### config.mk
export PLATFORM = sky130hd
export DESIGN_NAME = pc_fetch_unit
export DESIGN_NICKNAME = d
export VERILOG_FILES = /design/src/rtl/fetch_pkg.sv /design/src/rtl/instr_fifo.sv /design/src/rtl/pc_fetch_unit.sv
export SDC_FILE = /design/constraint.sdc
export NUM_CORES = 1
export LEC_CHECK = 0
export BUFFER_PORTS_ARGS = -buffer_cell sky130_fd_sc_hd__buf_4
export CAP_MARGIN = 10
export CORE_MARGIN = 4
export CORE_UTILIZATION = 39
export CTS_CLUSTER_SIZE = 10
export DETAILED_ROUTE_END_ITERATION = 10
export GPL_ROUTABILITY_DRIVEN = 0
export HOLD_SLACK_MARGIN = 0.05
export PLACE_DENSITY = 0.66
export SETUP_SLACK_MARGIN = 0.05
export SYNTH_ARGS = -nofsm -noshare
export SYNTH_HDL_FRONTEND = slang
export SYNTH_SLANG_ARGS = --single-unit
### constraint.sdc
create_clock -name clk -period 3.8 [get_ports clk]
set_clock_uncertainty 0.15 [all_clocks]
set_input_delay 0 -clock clk [delete_from_list [all_inputs] [get_ports clk]]
set_output_delay 0 -clock clk [all_outputs]
set_load 0.02 [all_outputs]
### src/rtl/fetch_pkg.sv
`default_nettype none
// ============================================================================
//  Module      : fetch_pkg
//  Description : Shared types and constants for the instruction fetch front end.
//  Revision    : 1.0 - initial release
// ============================================================================
package fetch_pkg;

    // Fetch controller states: BOOT idles one cycle out of reset, RUN fetches
    // normally, FLUSH fetches while wrong-path responses are still draining.
    typedef enum logic [1:0] {
        BOOT  = 2'd0,
        RUN   = 2'd1,
        FLUSH = 2'd2
    } FetchState_t;

    localparam int                 INSTR_W   = 32;
    localparam logic [INSTR_W-1:0] NOP_INSTR = 32'h0000_0013;

endpackage
`default_nettype wire

### src/rtl/instr_fifo.sv
`default_nettype none
// ============================================================================
//  Module      : instr_fifo
//  Description : Small synchronous FIFO with flush and occupancy output.
//                Head entry is read combinationally from storage.
//  Revision    : 1.0 - initial release
// ============================================================================
module instr_fifo #(
    parameter int DEPTH = 2,
    parameter int WIDTH = 32
) (
    input  logic                   clk,
    input  logic                   rst,
    input  logic                   i_push,
    input  logic [WIDTH-1:0]       i_push_data,
    input  logic                   i_pop,
    input  logic                   i_flush,
    output logic [WIDTH-1:0]       o_head_data,
    output logic                   o_head_valid,
    output logic [$clog2(DEPTH):0] o_count
);

    localparam int c_ptr_w = $clog2(DEPTH);
    localparam int c_cnt_w = c_ptr_w + 1;

    logic [WIDTH-1:0]   r_mem [DEPTH];
    logic [c_ptr_w-1:0] r_rd_ptr;
    logic [c_ptr_w-1:0] r_wr_ptr;
    logic [c_cnt_w-1:0] r_count;
    logic               w_pop;
    logic               w_push;

    // Pops on an empty FIFO are ignored; a push is accepted when there is room
    // or when the head leaves in the same cycle.
    assign w_pop  = i_pop & (r_count != '0);
    assign w_push = i_push & ((r_count != c_cnt_w'(DEPTH)) | w_pop);

    // Pointer and occupancy bookkeeping; flush empties the FIFO.
    always_ff @(posedge clk or posedge rst) begin
        if (rst) begin
            r_rd_ptr <= '0;
            r_wr_ptr <= '0;
            r_count  <= '0;
        end else if (i_flush) begin
            r_rd_ptr <= '0;
            r_wr_ptr <= '0;
            r_count  <= '0;
        end else begin
            if (w_push) begin
                r_wr_ptr <= r_wr_ptr + c_ptr_w'(1);
            end
            if (w_pop) begin
                r_rd_ptr <= r_rd_ptr + c_ptr_w'(1);
            end
            r_count <= r_count + c_cnt_w'(w_push) - c_cnt_w'(w_pop);
        end
    end

    // Storage write; contents need no reset since validity is tracked by count.
    always_ff @(posedge clk) begin
        if (w_push && !i_flush) begin
            r_mem[r_wr_ptr] <= i_push_data;
        end
    end

    assign o_head_data  = r_mem[r_rd_ptr];
    assign o_head_valid = (r_count != '0);
    assign o_count      = r_count;

endmodule
`default_nettype wire

### src/rtl/pc_fetch_unit.sv
`default_nettype none
// ============================================================================
//  Module      : pc_fetch_unit
//  Description : PC register and instruction fetch front end. Issues in-order
//                requests to instruction memory under a credit limit, drops
//                wrong-path responses after a redirect and buffers fetched
//                instructions for decode.
//  Revision    : 1.0 - initial release
// ============================================================================
module pc_fetch_unit
    import fetch_pkg::*;
#(
    parameter int              PC_W       = 9,
    parameter logic [PC_W-1:0] RESET_PC   = '0,
    parameter int              FIFO_DEPTH = 2
) (
    input  logic               clk,
    input  logic               reset,
    input  logic               PcSel,
    input  logic [31:0]        NextPC,
    input  logic               Stall,
    output logic               ImemReqValid,
    output logic [PC_W-1:0]    ImemReqAddr,
    input  logic               ImemReqReady,
    input  logic               ImemRspValid,
    input  logic [INSTR_W-1:0] ImemRspData,
    output logic               InstrValid,
    output logic [INSTR_W-1:0] Instr,
    output logic [PC_W-1:0]    InstrPC,
    input  logic               InstrReady,
    output logic               Misaligned
);

    localparam int c_cnt_w   = $clog2(FIFO_DEPTH) + 1;
    localparam int c_sum_w   = c_cnt_w + 1;
    localparam int c_entry_w = INSTR_W + PC_W;

    FetchState_t          r_state;
    FetchState_t          w_state_next;
    logic [PC_W-1:0]      r_pc;
    logic [c_cnt_w-1:0]   r_outstanding;
    logic [c_cnt_w-1:0]   w_outstanding_next;
    logic [c_cnt_w-1:0]   r_squash;
    logic [c_cnt_w-1:0]   w_squash_next;
    logic                 r_misaligned;
    logic                 w_credit_ok;
    logic                 w_req_fire;
    logic                 w_rsp_keep;
    logic [PC_W-1:0]      w_redirect_pc;
    logic [c_cnt_w-1:0]   w_fifo_count;
    logic [c_entry_w-1:0] w_fifo_head;
    logic                 w_fifo_valid;
    logic [PC_W-1:0]      w_pcq_head;
    logic                 w_pcq_valid;
    logic [c_cnt_w-1:0]   w_pcq_count;
    logic                 w_unused;

    // Upper redirect bits beyond the PC width and PC-queue status are not needed.
    assign w_unused = &{1'b0, NextPC[31:PC_W], w_pcq_valid, w_pcq_count};

    // Every in-flight request, squashed or not, reserves a buffer slot so that
    // responses never need backpressure.
    assign w_credit_ok   = (c_sum_w'(r_outstanding) + c_sum_w'(w_fifo_count))
                           < c_sum_w'(FIFO_DEPTH);
    assign w_req_fire    = ImemReqValid & ImemReqReady;
    assign w_rsp_keep    = ImemRspValid & ~PcSel & (r_squash == '0);
    assign w_redirect_pc = {NextPC[PC_W-1:2], 2'b00};

    // In-flight count and squash count for the next cycle. A redirect squashes
    // everything still in flight except a response landing in the same cycle,
    // which is dropped directly.
    always_comb begin
        w_outstanding_next = r_outstanding + c_cnt_w'(w_req_fire) - c_cnt_w'(ImemRspValid);
        w_squash_next      = r_squash;
        if (PcSel) begin
            w_squash_next = r_outstanding - c_cnt_w'(ImemRspValid);
        end else if (ImemRspValid && (r_squash != '0)) begin
            w_squash_next = r_squash - c_cnt_w'(1);
        end
    end

    // Next-state and request-valid decode.
    always_comb begin
        w_state_next = r_state;
        ImemReqValid = 1'b0;
        case (r_state)
            BOOT: begin
                w_state_next = RUN;
            end
            RUN, FLUSH: begin
                ImemReqValid = ~PcSel & ~Stall & w_credit_ok;
                w_state_next = (w_squash_next != '0) ? FLUSH : RUN;
            end
            default: begin
                w_state_next = BOOT;
            end
        endcase
    end

    // Fetch state register.
    always_ff @(posedge clk or posedge reset) begin
        if (reset) begin
            r_state <= BOOT;
        end else begin
            r_state <= w_state_next;
        end
    end

    // PC, counters and misalignment pulse; a redirect takes priority over advance.
    always_ff @(posedge clk or posedge reset) begin
        if (reset) begin
            r_pc          <= RESET_PC;
            r_outstanding <= '0;
            r_squash      <= '0;
            r_misaligned  <= 1'b0;
        end else begin
            r_outstanding <= w_outstanding_next;
            r_squash      <= w_squash_next;
            r_misaligned  <= PcSel & (NextPC[1:0] != 2'b00);
            if (PcSel) begin
                r_pc <= w_redirect_pc;
            end else if (w_req_fire) begin
                r_pc <= r_pc + PC_W'(4);
            end
        end
    end

    // Addresses of live (non-squashed) requests, matched to responses in order.
    instr_fifo #(
        .DEPTH (FIFO_DEPTH),
        .WIDTH (PC_W)
    ) u_pc_queue (
        .clk          (clk),
        .rst          (reset),
        .i_push       (w_req_fire),
        .i_push_data  (r_pc),
        .i_pop        (w_rsp_keep),
        .i_flush      (PcSel),
        .o_head_data  (w_pcq_head),
        .o_head_valid (w_pcq_valid),
        .o_count      (w_pcq_count)
    );

    // Instruction buffer feeding decode.
    instr_fifo #(
        .DEPTH (FIFO_DEPTH),
        .WIDTH (c_entry_w)
    ) u_instr_fifo (
        .clk          (clk),
        .rst          (reset),
        .i_push       (w_rsp_keep),
        .i_push_data  ({ImemRspData, w_pcq_head}),
        .i_pop        (InstrValid & InstrReady),
        .i_flush      (PcSel),
        .o_head_data  (w_fifo_head),
        .o_head_valid (w_fifo_valid),
        .o_count      (w_fifo_count)
    );

    assign ImemReqAddr = r_pc;
    assign InstrValid  = w_fifo_valid;
    assign Instr       = w_fifo_valid ? w_fifo_head[c_entry_w-1:PC_W] : '0;
    assign InstrPC     = w_fifo_valid ? w_fifo_head[PC_W-1:0] : '0;
    assign Misaligned  = r_misaligned;

endmodule
`default_nettype wire

==> qor.txt <==
Worst-Skew Late Latency = 0.40 ns
Tmin final = 2.97 ns
Via-to-Cell Ratio = 4.71
Relative slew margins = 37.2%
clk buf depth = 2
Endpoint, Worst Hold = u_pc_queue.r_wr_ptr
Hold Path Depth = 5
Max Fclk = 336 MHz
routed wire length = 9650 um
DP Area = 5640 um^2
initial antenna violation count = 0
Synth Area in Simple Gates = 8.10%
Post-synth EDFFs = 92
drt first-iter violations = 126
vias in the first global route = 3267
Synth Area in Compound Gates = 2.72%
CTS tree = done
die area = 14100 um^2
peak fanout along the critical path = 11
Worst VDD drop = 0.000350 V
HP Class = in -> reg
Final ANT Viol Nets = 0
Die Y-Extent = 119 um
setup slack, reg-to-reg = 0.83 ns
power per cell area = 668 nW/um^2
PortBufs = 96
crit path DAT = 3.11 ns
worst slew pin tran = 0.941 ns
max-slew violation count = 0
Die W = 119 um
I/O pin count = 124
RSZ-0062 raised after global routing = no
post-synth cell types = 39
Pwr Total = 4.51 mW
endpoint class of the critical path = flop
RR Endpoint = ImemReqAddr[5]
status = finished, final reports clean
worst path required time = 3.93 ns
Startpoint Class = flop
Clock transition at path regs = 0.05 ns
LEAKAGE = 2.70 nW
sequential fraction of the synthesis area = 69.2%
final hold vios = 0
final net count = 569
clock root buffer master = clkbuf_16
largest family of logic cells by synthesized area = multiplexers
Synth Register Bits = 114
drt first pass iters = 4
kind of critical path = reg -> reg
post-CTS sizing = 0
clk sink count = 114
Hold WS = 0.0792 ns
Final Cycle Share = 78.3%
detailed-route wire length per cell = 14.9 um
Area Overhead vs Synth = 41.3%
XOR/XNOR share of the synthesized area = 2.38%
Synth Instances = 324
first-pass GRT wire length = 16000 um
mux cell area share after synthesis = 11.0%
Congestion Overflow GR = 0
GRT Total Usage = 14.5%
adder-cell area share of the yosys netlist = 3.29%
via count = 3043
asr flop ratio synth = 19.3%
ant diodes = 0
Maximum Capacitance Violations = 0
Final Cell Area = 6760 um^2
share of cells above drive strength 1 = 28.1%
hold path start = Stall
H-tree depth = 4
Final setup viols = 0
HPWL after DPL = 6020 um
DRC Markers = 0
Worst R2R Start = u_instr_fifo.o_count[0]
synthesized area per cell = 14.8 um^2
Syn Std Cell Area = 4790 um^2
R2R cell count = 8
Main synth FF type = edfxtp_1
row cnt = 40
Placeable Area = 12000 um^2
largest net degree at the start of global routing = 41
setup TNS = 0 ns
initial core utilization = 39.8%
CTS Buf Count = 17
yosys warns = 0
sequential cells by signal (all words and copies together), names as in the netlist:
signal                 cells
ImemReqAddr                7
Misaligned                 1
r_outstanding              2
r_squash                   2
r_state                    2
u_instr_fifo.o_count       2
u_instr_fifo.r_mem        78
u_instr_fifo.r_rd_ptr      1
u_instr_fifo.r_wr_ptr      1
u_pc_queue.o_count         2
u_pc_queue.r_mem          14
u_pc_queue.r_rd_ptr        1
u_pc_queue.r_wr_ptr        1
how the worst max path moves through the flow:
stage,cells after the start,to,start,slack [ns]
floorplan,4,u_instr_fifo.r_mem[0][10],r_squash[0],0.87
global placement,7,u_pc_queue.r_mem[1][4],u_instr_fifo.o_count[0],1.02
finish,8,ImemReqAddr[5],u_instr_fifo.o_count[0],0.83
detailed placement,7,u_pc_queue.r_mem[0][4],u_instr_fifo.o_count[0],0.98
global route,8,ImemReqAddr[5],u_instr_fifo.o_count[0],0.66
CTS,8,ImemReqAddr[5],u_instr_fifo.o_count[0],0.83
placed cells by master, fill, tap and decap left out, drive strengths merged:
| master | netlist | layout |
|---|---|---|
| and2 | 3 | 3 |
| nand3b | 1 | 1 |
| ha | 11 | 11 |
| dfrtp | 22 | 22 |
| nand2 | 6 | 6 |
| a221o | 3 | 3 |
| fa | 1 | 1 |
| buf | 10 | 99 |
| o211ai | 1 | 1 |
| nand3 | 4 | 4 |
| nor4bb | 1 | 1 |
| clkinv | 0 | 5 |
| inv | 15 | 15 |
| a41oi | 1 | 1 |
| and4 | 1 | 1 |
| clkbuf | 8 | 25 |
| a21oi | 3 | 3 |
| nor3b | 4 | 4 |
| dlygate4sd3 | 0 | 59 |
| mux2 | 8 | 8 |
| a211o | 1 | 1 |
| o21ai | 5 | 5 |
| mux2i | 43 | 43 |
| xor2 | 4 | 4 |
| nand4 | 1 | 1 |
| a311oi | 1 | 1 |
| bufinv | 0 | 1 |
| or3 | 1 | 1 |
| clkinvlp | 0 | 1 |
| nor2b | 3 | 3 |
| edfxtp | 92 | 92 |
| conb | 1 | 4 |
| nor3 | 2 | 2 |
| and3 | 1 | 1 |
| nor2 | 55 | 55 |
| a31o | 2 | 2 |
| xnor2 | 9 | 9 |
synthesized netlist by cell type (all sizes together) (4+ instances only):
cell,count,share of area (%)
edfxtp,92,58
nor2,55,4.3
mux2i,43,9.0
dfrtp,22,12
inv,15,1.2
ha,11,2.9
buf,10,1.4
xnor2,9,1.6
clkbuf,8,0.63
mux2,8,2.0
nand2,6,0.47
o21ai,5,0.52
nand3,4,0.52
nor3b,4,0.86
xor2,4,0.73
stage by stage:
stage	utilization [%]	setup WS (ns)	cells
global placement	47.0	1.02	555
CTS	56.3	0.828	646
finish	56.3	0.826	646
global route	56.3	0.656	646
detailed placement	47.0	0.983	555
floorplan	-	0.868	327
critical path: stages, from the launching register on:
cell and delay [ns]:
dfrtp_1 0.38, inv_1 0.08, nor2_1 0.13, fa_1 0.46, nor2_1 0.17, nand3_2 0.27
mux2_4 0.38, a221o_1 0.28, dlygate4sd3_1 0.56
cell families (layout without fill, tap and decap cells):
kind of cell | Yosys count | after routing
flops | 114 | 114
simple gates | 83 | 83
mux | 51 | 51
buf+inv | 33 | 205
compound gates | 17 | 17
xor+xnor | 13 | 13
fa+ha+maj | 12 | 12
other cells | 1 | 4
timing repair:
item	in CTS	in global routing
hold buffers	59	0
setup buffers	0	0
hold endpoints to repair	108	0
layer usage:
metal	track usage [%]	part of all wire, %
met1	17.3	44
met2	23.9	49
met3	4.31	5.4
met4	7.02	1.7
met5	0	0
where the power goes:
group          switching (mW)  internal, mW
Combinational           0.831         0.667
Sequential              0.124          1.49
Clock                   0.498         0.907
layout make-up:
cell class                      count  area, um^2
Fill cell                         971        5250
Sequential cell                   114        3310
Multi-Input combinational cell    180        1340
Timing Repair Buffer              158        1330
Clock buffer                       25         465
Tap cell                          147         184
Clock inverter                      7        62.6
Inverter                           15        56.3
No activity file was read; power rests on OpenSTA's default activity.
